<file path="config.mk">
export PLATFORM = sky130hd
export DESIGN_NAME = systolic_result_writer
export DESIGN_NICKNAME = d
export VERILOG_FILES = /design/src/rtl/systolic_result_writer.sv
export SDC_FILE = /design/constraint.sdc
export NUM_CORES = 2
export LEC_CHECK = 0
export CAP_MARGIN = 20
export CORE_AREA = 2 2 469 471
export CTS_BUF_LIST = sky130_fd_sc_hd__clkbuf_4 sky130_fd_sc_hd__clkbuf_8
export DETAILED_ROUTE_END_ITERATION = 6
export DIE_AREA = 0 0 471 473
export GPL_TIMING_DRIVEN = 0
export PLACE_DENSITY_LB_ADDON = 0.1
export SLEW_MARGIN = 20
export SYNTH_ARGS = -nofsm -noshare
export SYNTH_HDL_FRONTEND = slang
export SYNTH_SLANG_ARGS = --single-unit
</file>
<file path="constraint.sdc">
create_clock -name clk -period 18.66 [get_ports clk]
set_input_delay 4.665 -clock clk [delete_from_list [all_inputs] [get_ports clk]]
set_output_delay 4.665 -clock clk [all_outputs]
set_load 0.1 [all_outputs]
</file>
<file path="src/rtl/systolic_result_writer.sv">
// Collects the eight 128-bit bottom-row output rounds that follow start_check, packs them
// into one result word and writes it to the result SRAM at the address latched with the start.
module systolic_result_writer #(
    parameter int DATA_WIDTH = 32,
    parameter int NUM_ROUNDS = 8,
    parameter int ADDR_WIDTH = 10,
    parameter int NUM_CASES  = 1024
) (
    input  logic                                  clk,
    input  logic                                  rstSys,
    input  logic                                  start_check,
    input  logic [ADDR_WIDTH-1:0]                 BankAddr,
    input  logic [DATA_WIDTH-1:0]                 OpC30,
    input  logic [DATA_WIDTH-1:0]                 OpC31,
    input  logic [DATA_WIDTH-1:0]                 OpC32,
    input  logic [DATA_WIDTH-1:0]                 OpC33,
    output logic                                  ResCs,
    output logic                                  ResWe,
    output logic [ADDR_WIDTH-1:0]                 ResAddr,
    output logic [NUM_ROUNDS*4*DATA_WIDTH-1:0]    ResDin,
    output logic [$clog2(NUM_CASES+1)-1:0]        WordsWritten,
    output logic                                  AllDone,
    output logic                                  Overrun
);

    localparam int RW     = 4 * DATA_WIDTH;
    localparam int WORD_W = NUM_ROUNDS * RW;
    localparam int RND_W  = $clog2(NUM_ROUNDS);
    localparam int CNT_W  = $clog2(NUM_CASES + 1);

    localparam logic [RND_W-1:0]      LAST_RND  = RND_W'(NUM_ROUNDS - 1);
    localparam logic [ADDR_WIDTH-1:0] LAST_ADDR = ADDR_WIDTH'(NUM_CASES - 1);
    localparam logic [CNT_W-1:0]      MAX_WORDS = CNT_W'(NUM_CASES);

    typedef enum logic [1:0] {
        ST_IDLE,
        ST_COLLECT,
        ST_WRITE
    } state_t;

    state_t                  state_reg, state_next;
    logic [RND_W-1:0]        rnd_reg, rnd_next;
    logic [ADDR_WIDTH-1:0]   addr_reg, addr_next;

    logic                    capture_en;
    logic [RND_W-1:0]        capture_idx;
    logic                    write_fire;
    logic                    word_done;
    logic                    overrun_set;

    logic                    res_cs_reg;
    logic                    res_we_reg;
    logic [ADDR_WIDTH-1:0]   res_addr_reg;
    logic [WORD_W-1:0]       res_din_reg;
    logic [CNT_W-1:0]        words_reg;
    logic                    all_done_reg;
    logic                    overrun_reg;

    logic [RW-1:0]           round_word;
    logic [RW-1:0]           capture_reg [NUM_ROUNDS-1];
    logic [WORD_W-1:0]       packed_word;

    assign round_word = {OpC30, OpC31, OpC32, OpC33};

    // Only rounds 0..NUM_ROUNDS-2 are buffered; the last round goes straight from
    // the input pins into the packed word on the edge that launches the write.
    genvar gi;
    generate
        for (gi = 0; gi < NUM_ROUNDS - 1; gi++) begin : g_pack
            assign packed_word[gi*RW +: RW] = capture_reg[gi];
        end
    endgenerate
    assign packed_word[WORD_W-1 -: RW] = round_word;

    always_comb begin
        state_next  = state_reg;
        rnd_next    = rnd_reg;
        addr_next   = addr_reg;
        capture_en  = 1'b0;
        capture_idx = rnd_reg;
        write_fire  = 1'b0;
        word_done   = 1'b0;
        overrun_set = 1'b0;

        case (state_reg)
            ST_IDLE: begin
                if (start_check) begin
                    capture_en  = 1'b1;
                    capture_idx = '0;
                    addr_next   = BankAddr;
                    rnd_next    = RND_W'(1);
                    state_next  = ST_COLLECT;
                end
            end
            ST_COLLECT: begin
                overrun_set = start_check;
                if (rnd_reg == LAST_RND) begin
                    write_fire = 1'b1;
                    rnd_next   = '0;
                    state_next = ST_WRITE;
                end else begin
                    capture_en = 1'b1;
                    rnd_next   = rnd_reg + RND_W'(1);
                end
            end
            ST_WRITE: begin
                word_done = 1'b1;
                if (start_check) begin
                    capture_en  = 1'b1;
                    capture_idx = '0;
                    addr_next   = BankAddr;
                    rnd_next    = RND_W'(1);
                    state_next  = ST_COLLECT;
                end else begin
                    state_next = ST_IDLE;
                end
            end
            default: begin
                state_next = ST_IDLE;
                rnd_next   = '0;
            end
        endcase
    end

    always_ff @(posedge clk) begin
        if (rstSys) begin
            for (int i = 0; i < NUM_ROUNDS - 1; i++) begin
                capture_reg[i] <= '0;
            end
        end else if (capture_en) begin
            capture_reg[capture_idx] <= round_word;
        end
    end

    always_ff @(posedge clk) begin
        if (rstSys) begin
            state_reg    <= ST_IDLE;
            rnd_reg      <= '0;
            addr_reg     <= '0;
            res_cs_reg   <= 1'b0;
            res_we_reg   <= 1'b0;
            res_addr_reg <= '0;
            res_din_reg  <= '0;
            words_reg    <= '0;
            all_done_reg <= 1'b0;
            overrun_reg  <= 1'b0;
        end else begin
            state_reg  <= state_next;
            rnd_reg    <= rnd_next;
            addr_reg   <= addr_next;
            res_cs_reg <= write_fire;
            res_we_reg <= write_fire;
            if (write_fire) begin
                res_addr_reg <= addr_reg;
                res_din_reg  <= packed_word;
            end
            // The word on the bus during WRITE is the one being retired here.
            if (word_done) begin
                if (words_reg != MAX_WORDS) begin
                    words_reg <= words_reg + CNT_W'(1);
                end
                if (res_addr_reg == LAST_ADDR) begin
                    all_done_reg <= 1'b1;
                end
            end
            if (overrun_set) begin
                overrun_reg <= 1'b1;
            end
        end
    end

    assign ResCs        = res_cs_reg;
    assign ResWe        = res_we_reg;
    assign ResAddr      = res_addr_reg;
    assign ResDin       = res_din_reg;
    assign WordsWritten = words_reg;
    assign AllDone      = all_done_reg;
    assign Overrun      = overrun_reg;

endmodule

</file>
After elaboration in Yosys (flattened, before gate mapping)
Memory sizes are Yosys's and may differ from the RTL's. A register that Yosys moved wholly into a read port is not among the register bits. Cells that the tools add are included.

Bits in registers: 1063. Memories: 1. Latch bits: 0. Input bits: 141. Output and inout bits: 1049. Memory bits (read-only): 0. Bits in writable memories: 896.

Memory list: capture_reg (depth 7, bits a word 128, rd ports 7, clocked after memory_dff 7, write ports 7, RTL line 60) `logic [RW-1:0] capture_reg [NUM_ROUNDS-1];`.

Shifts and indexed selects: 0. Divide/modulo/power cells: 0. $lt $le $gt $ge: 0. Bitwise gates (word level): 0. Add/sub/neg operators: 2. Muxes and demuxes: 24. Reduce and logical (&&, ||, !) cells: 7. Eq/ne operators: 8. Multiply operators: 0.

Operators by type and width (number): $mux W128 (1); $reduce_or A128 Y1 (1); $mux W3 (5); $mux W1 (13); $add A11 B1 Y11 const B (1); $ne A11 B11 Y1 const B (1); $eq A10 B10 Y1 const B (1); $reduce_and A2 Y1 (4); $pmux W2 S3 (1); $pmux W3 S2 (1); $mux W2 (2); $ne A2 B2 Y1 const B (2); $add A3 B1 Y3 const B (1); $eq A3 B3 Y1 const B (1); $eq A2 B1 Y1 const B (1); $eq A2 B2 Y1 const B (1); $logic_not A2 Y1 (1); $ne A2 B1 Y1 const B (1); $pmux W1 S2 (1); $reduce_or A2 Y1 (1).

Depth between registers and ports, before layout
Word-level depth: 8. Gate-level depth with buffers: 9. Depth with buffers taken out: 6.

Worst setup path before layout
Ideal clock, no wire load.

Path type: input -> register. Start: in start_check. End: mem capture_reg[0][0] (netlist name), enable pin. Arrival: 14.269 ns. Stages on the path: 5. Buffers on the path: 2. Setup slack: 3.599 ns. Data required time: 17.868 ns. Path through: nand2b_1 > o21a_1 > clkbuf_1 > buf_1 > o21ai_0.

RTL lines: start, declared (RTL line 11) `input logic start_check,`; end, declared (RTL line 60).

==> flow_summary.json <==
{
  "run_status": "complete, no violations",
  "hp-start": "capture_reg[6][45]$_SDFFE_PP0P_",
  "drive_above_1_share_pct": 12.5,
  "synth-simple-area-share_pct": 20.0,
  "path_class": "in -> reg",
  "crit_fanout": 45,
  "first_global_vias": 54300,
  "root_buffer": "clkbuf_8",
  "slew_headroom_pct": 19.1,
  "finalHoldViolCount": 0,
  "power_mw": 9.26,
  "cpPeakStageDelay_ns": 0.75,
  "syn_nets": 6887,
  "synth-seq-area-share_pct": 66.9,
  "fin_area_um2": 93900,
  "finalSetupViolations": 0,
  "hpwl_um": 235000,
  "die_area_um2": 223000,
  "drtIter0Drc": 3952,
  "post-cts-setup-buffers": 0,
  "path_cells": "clkdlybuf4s50_1 > buf_2 > buf_2 > buf_1 > clkbuf_1 > or2_4 > buf_16",
  "end_kind": "flop",
  "synth.area.mux_share_pct": 2.15,
  "coreArea_um2": 218000,
  "p_per_area_nw_per_um2": 98.7,
  "crit_path_start_kind": "input pin",
  "regToRegStartpoint": "rnd_reg[1]$_SDFFE_PP0P_",
  "cts.sinks": 1959,
  "cts_resized": 0,
  "syn_area_per_cell_um2": 10.4,
  "cap_violations": 0,
  "portBuffers": 1189,
  "fin_hold_ws_ns": 0.417,
  "antenna_found_initial": 31,
  "drtPass1Iterations": 6,
  "place_area_um2": 86400,
  "drv_slew": 0,
  "hold_end": "ResDin[813]$_SDFFE_PP0P_",
  "critPathSlowestCell": "clkbuf_1",
  "path_buf_inv": 6,
  "io-pin-count": 1190,
  "place_congestion": 0.850,
  "vias": 55800,
  "grtUsageTotal_pct": 27.3,
  "ant_nets": 0,
  "worstPathRequired_ns": 19.36,
  "holdPathStages": 2,
  "worst_slew_pin_slew_ns": 1.21,
  "grt.overflow.total": 0,
  "fmax_mhz": 125,
  "clockBufferDepth": 4,
  "yosysUniqueCellTypes": 44,
  "worst_hold_path_type": "reg -> reg",
  "drc": 0,
  "reg2reg_depth": 8,
  "fin_tns_setup_ns": 0,
  "clk_latency_ns": 1.10,
  "hold_buffers": 0,
  "synthCells": 6742,
  "synth_compound_area_share_pct": 7.66,
  "period_minus_slack_ns": 8.02,
  "synthArstFlopShare_pct": 0,
  "synth_xor_area_share_pct": 0,
  "synth-adder-area-share_pct": 0.0714,
  "setup_slack_ns": 10.64,
  "layout_commonest_cell": "nand2_1",
  "fillers": 21500,
  "wl_um": 313000,
  "largest_reg_flops": 1024,
  "p_leak_nw": 34.1,
  "synth_edf_count": 768,
  "ir_drop_mv": 0.0753,
  "numCtsBuffers": 362,
  "die_x_um": 471,
  "grt_pass1_wl_um": 426000,
  "rsz0062_at_grt": "no",
  "grt_start_max_net_pins": 49,
  "synth_top_family_by_area": "simple AND/OR/NAND/NOR gates",
  "area_growth_pct": 33.9,
  "yosys_warnings": 0,
  "fin_nets": 8483,
  "rows": 172,
  "clock_skew_ns": 0.0879,
  "cp_data_arrival_time_ns": 8.72,
  "critical-path-top-delay-family": "buffers and inverters",
  "fin_crit_sh_pct": 43.0,
  "crit_top_cell": "buf_2",
  "timing.rr.end": "capture_reg[2][45]$_SDFFCE_PN0P_",
  "die_y_um": 473,
  "cts_tree": "yes",
  "pre_cts_ws_ns": 9.48,
  "final_cell_mix": "nand2_1 (2096), dfxtp_1 (1191), clkdlybuf4s50_1 (1100)",
  "synth_seq_cells": 1959,
  "synth_area_um2": 70100,
  "ys.flop_type": "dfxtp_1",
  "vias_per_cell": 4.84,
  "r2r_slack_ns": 14.52,
  "h-tree-depth": 5,
  "start_util_pct": 32.1,
  "cts.clk_slew.worst_paths_ns": 0.06,
  "avgRoutedWirePerCell_um": 27.2
}
## cell usage after synthesis (5+ instances only)
cell type | instances | area, um2
nand2_1 | 2096 | 7870
dfxtp_1 | 1191 | 23800
a21oi_1 | 1051 | 5260
edfxtp_1 | 768 | 23100
and3_1 | 384 | 2400
clkbuf_1 | 353 | 1330
and2_1 | 256 | 1600
mux2_2 | 133 | 1500
nor2b_1 | 133 | 832
nor3b_1 | 130 | 976
buf_2 | 107 | 536
buf_1 | 34 | 128
nor2_1 | 15 | 56.3
clkbuf_2 | 14 | 70.1
buf_6 | 12 | 135
inv_1 | 8 | 30.0
or2_2 | 5 | 31.3
## how the worst max path moves through the flow
stage	startpoint	to	slack [ns]	cells after the start
final	rstSys	capture_reg[2][45]$_SDFFCE_PN0P_	10.64	7
after global routing	rstSys	capture_reg[4][41]$_SDFFCE_PN0P_	10.55	8
after CTS	rstSys	capture_reg[4][41]$_SDFFCE_PN0P_	10.67	8
after detailed placement	rstSys	capture_reg[4][58]$_SDFFCE_PN0P_	9.48	8
after global placement	start_check	capture_reg[0][61]$_SDFFCE_PN0P_	-4.32	6
after floorplan	start_check	capture_reg[0][0]$_SDFFCE_PN0P_	3.60	5
## tightest hold or removal path: cells and delay by family (launching register included)
| kind | cells | cell delay (ns) |
|---|---|---|
| AO/OA/AOI/OAI | 1 | 0.05 |
| flip-flops | 1 | 0.31 |
| AND/OR/NAND/NOR | 1 | 0.05 |
## cells by family after synthesis
| group | Yosys count |
|---|---|
| and+or+nand+nor | 3048 |
| adders and majority gates | 4 |
| DFF | 1959 |
| muxes | 134 |
| AOI/OAI and AO/OA | 1065 |
| buffers and inverters | 532 |
## per-layer routing
| layer | track usage, % | vias up | part of all wire [%] |
|---|---|---|---|
| li1 | - | 25900 | - |
| met1 | 33.6 | 27400 | 41 |
| met2 | 45.0 | 2017 | 47 |
| met3 | 8.94 | 390 | 9.3 |
| met4 | 8.54 | 0 | 2.9 |
| met5 | 0 | - | 0 |
## stage by stage
step / utilization (%) / instances
after floorplan: - / 6742
after global placement: 39.2 / 10800
after detailed placement: 39.6 / 10800
after CTS: 43.0 / 11500
after global routing: 43.0 / 11500
final: 43.0 / 11500
## where the power goes
group          internal (mW)  switching, mW
Combinational         0.0857          0.273
Clock                   2.48           1.86
Sequential              4.54         0.0252
Total                   7.10           2.16
## area by class of cell
class                      instances  area, um2  share of cell area [%]
sequential                      1959      46900                    50.0
multi-input combinational       4251      21000                    22.3
timing repair buffer            1232      12500                    13.3
clock buffer                     587       7040                    7.50
tap                             2871       3590                    3.83
buffer                           523       2270                    2.42
clock inverter                    67        522                   0.556
inverter                           9       33.8                  0.0360
antenna                           11       27.5                  0.0293
(Power assumes the default switching activity.)
